**config.mk**
```make
export PLATFORM = sky130hd
export DESIGN_NAME = count_sequencer
export DESIGN_NICKNAME = d
export VERILOG_FILES = /design/src/rtl/count_seq_pkg.sv /design/src/rtl/button_debounce.sv /design/src/rtl/count_sequencer.sv
export SDC_FILE = /design/constraint.sdc
export NUM_CORES = 1
export LEC_CHECK = 0
export CORE_UTILIZATION = 54
export DETAILED_ROUTE_END_ITERATION = 10
export PLACE_DENSITY = 0.81
export SKIP_LAST_GASP = 1
export SYNTH_ARGS = -nofsm -noshare
export SYNTH_HDL_FRONTEND = slang
export SYNTH_SLANG_ARGS = --single-unit
export TNS_END_PERCENT = 1
```
**constraint.sdc**
```tcl
create_clock -name clock -period 1.99 [get_ports clock]
set_input_delay 0.398 -clock clock [delete_from_list [all_inputs] [get_ports clock]]
set_output_delay 0.398 -clock clock [all_outputs]
set_load 0.01 [all_outputs]
```
**src/rtl/count_seq_pkg.sv**
```systemverilog
// rtl/count_seq_pkg.sv - shared constants for the count sequencer
//
// Purpose: state encodings, default widths and parameter minimums shared by
//          count_sequencer and button_debounce.
// Ports:   none (package).
// Config:  COUNT_SEQ_AUTO_REPEAT_EN (used by count_sequencer only).

package count_seq_pkg;

  // FSM state encodings
  localparam logic [1:0] IDLE    = 2'd0;
  localparam logic [1:0] RUN_FWD = 2'd1;
  localparam logic [1:0] RUN_BWD = 2'd2;

  // Default LED bus width
  localparam int LED_W_DEFAULT = 5;

  // Smallest meaningful parameter values: the debouncer needs at least two
  // stable samples, and a run phase must outlast one counter pass (~34 cycles).
  localparam int DEBOUNCE_MIN = 2;
  localparam int TIMEOUT_MIN  = 40;

  // True for any state in which a counter is running
  function automatic logic is_run(input logic [1:0] state);
    return state != IDLE;
  endfunction

endpackage

```
**src/rtl/button_debounce.sv**
```systemverilog
// rtl/button_debounce.sv - push-button synchroniser, debouncer and press detector
//
// Purpose: brings the raw button into the clock domain, accepts a new level only
//          after it has been stable for DEBOUNCE_CYCLES cycles, and emits a
//          one-cycle press pulse on each accepted 0->1 transition.
// Ports:
//   clock   in   system clock
//   reset   in   synchronous, active-high
//   button  in   raw asynchronous push-button, active-high
//   press   out  one-cycle pulse on accepted rising level (registered)

module button_debounce
  import count_seq_pkg::*;
#(
  parameter logic [15:0] DEBOUNCE_CYCLES = 16'd50000
) (
  input  logic clock,
  input  logic reset,
  input  logic button,
  output logic press
);

  logic        sync1_q,  sync1_d;
  logic        sync2_q,  sync2_d;
  logic        stable_q, stable_d;
  logic [15:0] cnt_q,    cnt_d;
  logic        press_q,  press_d;

  always_comb begin
    sync1_d  = button;
    sync2_d  = sync1_q;
    stable_d = stable_q;
    cnt_d    = 16'd0;
    press_d  = 1'b0;

    // The counter only runs while the synchronised input disagrees with the
    // accepted level; any agreement (a bounce back) restarts it from zero.
    if (sync2_q != stable_q) begin
      if (cnt_q == DEBOUNCE_CYCLES - 16'd1) begin
        stable_d = sync2_q;
        // Only the rising level produces a press; releases are silent.
        press_d  = sync2_q;
      end else begin
        cnt_d = cnt_q + 16'd1;
      end
    end
  end

  always_ff @(posedge clock) begin
    if (reset) begin
      sync1_q  <= 1'b0;
      sync2_q  <= 1'b0;
      stable_q <= 1'b0;
      cnt_q    <= 16'd0;
      press_q  <= 1'b0;
    end else begin
      sync1_q  <= sync1_d;
      sync2_q  <= sync2_d;
      stable_q <= stable_d;
      cnt_q    <= cnt_d;
      press_q  <= press_d;
    end
  end

  assign press = press_q;

endmodule

```
**src/rtl/count_sequencer.sv**
```systemverilog
// rtl/count_sequencer.sv - sequences the forward then backward LED counter
//
// Purpose: on a debounced button press, starts the forward counter, waits for
//          its completion pulse, starts the backward counter, waits for its
//          completion pulse, then returns to idle. A per-phase watchdog aborts
//          a phase whose counter never completes and raises a sticky error.
//          The active counter's LED value is registered onto led_out.
// Config:  COUNT_SEQ_AUTO_REPEAT_EN - when defined, the forward/backward pair
//          repeats until a press during a run requests a stop, which takes
//          effect at the next backward completion.
// Ports:
//   clock     in   system clock
//   reset     in   synchronous, active-high
//   button    in   raw push-button, active-high
//   next_fwd  in   completion pulse from the forward counter
//   next_bwd  in   completion pulse from the backward counter
//   led_fwd   in   forward counter LED value
//   led_bwd   in   backward counter LED value
//   go_fwd    out  one-cycle start pulse to the forward counter
//   go_bwd    out  one-cycle start pulse to the backward counter
//   led_out   out  registered LED drive
//   busy      out  high in any run state
//   error     out  sticky timeout flag, cleared by the next accepted press

module count_sequencer
  import count_seq_pkg::*;
#(
  parameter logic [15:0] DEBOUNCE_CYCLES = 16'd50000,
  parameter logic [7:0]  TIMEOUT_CYCLES  = 8'd96,
  parameter int          LED_W           = LED_W_DEFAULT
) (
  input  logic             clock,
  input  logic             reset,
  input  logic             button,
  input  logic             next_fwd,
  input  logic             next_bwd,
  input  logic [LED_W-1:0] led_fwd,
  input  logic [LED_W-1:0] led_bwd,
  output logic             go_fwd,
  output logic             go_bwd,
  output logic [LED_W-1:0] led_out,
  output logic             busy,
  output logic             error
);

  localparam int              TW         = $clog2(TIMEOUT_CYCLES);
  localparam logic [TW-1:0]   TIMER_LAST = TW'(TIMEOUT_CYCLES - 8'd1);

  logic press;

  logic [1:0]       state_q,  state_d;
  logic [TW-1:0]    timer_q,  timer_d;
  logic             go_fwd_q, go_fwd_d;
  logic             go_bwd_q, go_bwd_d;
  logic [LED_W-1:0] led_q,    led_d;
  logic             busy_q,   busy_d;
  logic             error_q,  error_d;
`ifdef COUNT_SEQ_AUTO_REPEAT_EN
  logic             stop_req_q, stop_req_d;
`endif

  button_debounce #(
    .DEBOUNCE_CYCLES (DEBOUNCE_CYCLES)
  ) u_debounce (
    .clock  (clock),
    .reset  (reset),
    .button (button),
    .press  (press)
  );

  always_comb begin
    state_d  = state_q;
    timer_d  = timer_q;
    go_fwd_d = 1'b0;
    go_bwd_d = 1'b0;
    led_d    = led_q;
    error_d  = error_q;
`ifdef COUNT_SEQ_AUTO_REPEAT_EN
    stop_req_d = stop_req_q;
`endif

    // LED mux follows the state being left, giving one cycle of latency.
    // In IDLE the last displayed value is held.
    if (state_q == RUN_FWD) begin
      led_d = led_fwd;
    end else if (state_q == RUN_BWD) begin
      led_d = led_bwd;
    end

    case (state_q)
      IDLE: begin
        if (press) begin
          state_d  = RUN_FWD;
          go_fwd_d = 1'b1;
          error_d  = 1'b0;
          timer_d  = '0;
        end
      end

      RUN_FWD: begin
        // Completion is checked before the watchdog so a next pulse on the
        // final allowed cycle still counts as success.
        if (next_fwd) begin
          state_d  = RUN_BWD;
          go_bwd_d = 1'b1;
          timer_d  = '0;
        end else if (timer_q == TIMER_LAST) begin
          state_d = IDLE;
          error_d = 1'b1;
          timer_d = '0;
        end else begin
          // TIMER_LAST fits in TW bits, so this increment can never wrap.
          timer_d = timer_q + TW'(1);
        end
      end

      RUN_BWD: begin
        if (next_bwd) begin
          timer_d = '0;
`ifdef COUNT_SEQ_AUTO_REPEAT_EN
          // A press in this same cycle also counts as a stop request.
          if (stop_req_q || press) begin
            state_d = IDLE;
          end else begin
            state_d  = RUN_FWD;
            go_fwd_d = 1'b1;
          end
`else
          state_d = IDLE;
`endif
        end else if (timer_q == TIMER_LAST) begin
          state_d = IDLE;
          error_d = 1'b1;
          timer_d = '0;
        end else begin
          timer_d = timer_q + TW'(1);
        end
      end

      default: begin
        state_d = IDLE;
        timer_d = '0;
      end
    endcase

`ifdef COUNT_SEQ_AUTO_REPEAT_EN
    if (is_run(state_q) && press) begin
      stop_req_d = 1'b1;
    end
    // Every way back to IDLE (stop or timeout) retires the request.
    if (state_d == IDLE) begin
      stop_req_d = 1'b0;
    end
`endif

    busy_d = is_run(state_d);
  end

  always_ff @(posedge clock) begin
    if (reset) begin
      state_q  <= IDLE;
      timer_q  <= '0;
      go_fwd_q <= 1'b0;
      go_bwd_q <= 1'b0;
      led_q    <= '0;
      busy_q   <= 1'b0;
      error_q  <= 1'b0;
`ifdef COUNT_SEQ_AUTO_REPEAT_EN
      stop_req_q <= 1'b0;
`endif
    end else begin
      state_q  <= state_d;
      timer_q  <= timer_d;
      go_fwd_q <= go_fwd_d;
      go_bwd_q <= go_bwd_d;
      led_q    <= led_d;
      busy_q   <= busy_d;
      error_q  <= error_d;
`ifdef COUNT_SEQ_AUTO_REPEAT_EN
      stop_req_q <= stop_req_d;
`endif
    end
  end

  assign go_fwd  = go_fwd_q;
  assign go_bwd  = go_bwd_q;
  assign led_out = led_q;
  assign busy    = busy_q;
  assign error   = error_q;

endmodule

```
==> qor.txt <==
status = finished clean
Synth Warn # = 0
R2R Path End = busy$_SDFF_PP0_
Slew @ Worst Pin = 0.634 ns
Hold Buf Count CTS = 0
startpoint types = register
clock skew = 0.0104 ns
RSZ-0062 raised after global routing = no
worst hold stages = 1
Yosys top cell area share = 43.1%
final count of pins violating max slew = 0
Crit Path Category = register to register
crit end category = register
ranking of synthesized cells by area = dfxtp_1, xnor2_1, nor2_1, ha_1, mux2i_1
Final nets = 240
fin util = 68.7%
R2R depth = 6
clock power share = 40.1%
Site Rows = 20
Initial Utilization = 57.3%
max incr delay on CP = 0.55 ns
WL per Instance = 13.3 um
vias post-DR = 1458
minimum clock period = 1.78 ns
Post-synth ARST share = 0%
Max Root-Sink Buffers = 2
chip width = 59.2 um
Area Growth Syn to Fin = 19.8%
Switching Fraction = 22.0%
FMAX = 561 MHz
Tot GR Track Use = 23.2%
Post-CTS Resized = 0
crit path buf inv count = 1
cell breakdown of the critical path = inv_1, ha_1, nor2b_1, nor4_1, a211oi_1, or2_1
highest metal layer with signal wires = met4
first-pass GRT wire length = 5900 um
ANT cells = 0
Routed Wire Length = 3510 um
Die Y = 59.2 um
relative slew slack = 57.6%
clk_lat worst skew = 0.36 ns
Crit path required time = 2.31 ns
P per Cell Area = 641 nW/um^2
Mapped Area = 1760 um^2
Post-Syn Nets = 213
Worst Path Max Fanout = 9
Psw = 297 uW
clock slew at reported path FFs = 0.13 ns
setup tns final = 0 ns
dpl hpwl = 2580 um
initial antenna violation count = 0
clock root buffer = clkbuf_4
worst hold start = u_debounce.sync1_q$_SDFF_PP0_
most frequent cells in the layout = dfxtp_1, nor2_1, clkdlybuf4s50_1
GP Congestion = 0.833
CTS tree = done
register share of total power = 56.5%
FF+latch count, synth = 38
largest net degree at the start of global routing = 19
Final period util = 89.5%
Slowest-stage cell, CP = nor2b_1
IO Port Bufs = 23
Via-to-Cell Ratio = 5.52
routed wl met2 = 1660 um
Final setup viols = 0
crit path DAT = 2.10 ns
cell accounting for the most synthesized area = dfxtp_1
# IOs = 24
cells after synthesis = 192
drt first pass iters = 4
CTS H-Tree Depth = 2
number of setup buffers added after CTS = 0
Num CTS Buffers = 5
syn_area_per_cell = 9.19 um^2
clock sinks = 38
DRT iter0 DRCs = 49
die area = 3500 um^2
ys flop type = dfxtp_1
Final ANT Viol Nets = 0
Worst Hold Class = register to register
core area = 3080 um^2
ratio of cells with drive above 1 in the final layout = 9.09%
max cap viols = 0
GRT overflow = 0
vias in the first global route = 1412
Leak = 0.000679 uW
Gate power share = 3.5%
met3 WL = 146 um
most common cell after layout, fill and taps aside = dfxtp_1
residual DRC count = 0
Reg2Reg Setup Slack = 0.21 ns
Final Hold Viols = 0
Peak VDD IR = 0.000472 V
Met1 Wirelength = 1610 um
number of flops mapped to enable cells by yosys = 0
Int Power = 1060 uW
hold endpoint = u_debounce.sync2_q$_SDFF_PP0_
Seq/Total Area, Yosys = 43.1%
Yosys cell types = 43
cell family with most CP delay = simple AND/OR/NAND/NOR gates
r2r startpoint = state_q[1]$_SDFF_PP0_
## worst max-delay path by stage
stage | startpoint | endpoint | depth (start not counted)
global route | state_q[1]$_SDFF_PP0_ | busy$_SDFF_PP0_ | 6
global placement | next_fwd | timer_q[5]$_SDFFE_PP0N_ | 5
finish | state_q[1]$_SDFF_PP0_ | busy$_SDFF_PP0_ | 6
detailed placement | next_fwd | timer_q[5]$_SDFFE_PP0N_ | 5
CTS | state_q[1]$_SDFF_PP0_ | busy$_SDFF_PP0_ | 6
floorplan | state_q[0]$_SDFF_PP0_ | timer_q[5]$_SDFFE_PP0N_ | 7
## logic make-up after synthesis
family | Yosys count | synth area share [%]
AND/OR/NAND/NOR | 89 | 27.0
flip-flops | 38 | 43.1
AO/OA/AOI/OAI | 23 | 9.65
XOR/XNOR | 18 | 8.94
buffers and inverters | 12 | 3.62
multiplexers | 6 | 3.40
adder cells (fa/ha/maj) | 6 | 4.26
## per-layer routing
layer  up-vias  track usage, %
met2        37            37.7
met1       682            28.1
met3        10            4.80
met5         -               0
li1        729               -
met4         0            14.3
## flip-flops by register name (all words and copies together) (netlist names)
| signal | cells |
|---|---|
| led_out | 5 |
| go_fwd | 1 |
| timer_q | 7 |
| u_debounce.stable_q | 1 |
| u_debounce.press | 1 |
| state_q | 2 |
| go_bwd | 1 |
| error | 1 |
| u_debounce.sync2_q | 1 |
| u_debounce.sync1_q | 1 |
| u_debounce.cnt_q | 16 |
| busy | 1 |
## through the flow
step,setup slack [ns],total power [uW],cells,hold WS [ns],instance area (um^2)
final,0.209,1350,264,0.444,2110
after global routing,0.0541,1400,264,0.449,2110
after CTS,0.192,1360,264,0.447,2110
after detailed placement,0.134,829,256,0.444,2030
after global placement,0.194,827,256,0.422,2030
after floorplan,0.427,797,192,0.414,1760
## synthesized netlist by cell type (2+ instances only)
cell type  count
nand3b_1       2
nand2_1       11
nor3_1         6
nand4_1        5
xnor2_1       15
xor2_1         3
nor4b_1        2
ha_1           6
buf_6          2
dfxtp_1       38
inv_1          6
nand2b_1       3
nor2b_1        4
buf_1          2
a21oi_1        5
a211oi_1       7
nor4_1         6
nand3_1        8
nor2_1        32
mux2i_1        6
## worst reg2reg max path: stages, from the launching register on
cell      delay, ns
dfxtp_1        0.36
inv_1          0.11
ha_1           0.21
nor2b_1        0.55
nor4_1         0.13
a211oi_1       0.26
or2_1          0.13
## area by class of cell
type                    count  area (um^2)
clock inverters             3         45.0
multi-input cells         142          940
repair buffers             26          253
inverters                   6         22.5
clock buffers               5         37.5
flip-flops and latches     38          761
well taps                  44         55.1
fillers                   262          965
## power groups by stage
stage / sequential, uW / combinational (uW) / clock, uW
after global placement: 781 / 45.9 / 0
after CTS: 764 / 47.4 / 552
after detailed placement: 782 / 47.2 / 0
final: 764 / 47.1 / 543
after floorplan: 781 / 15.4 / 0
after global routing: 765 / 51.6 / 582
(Power assumes the default switching activity.)
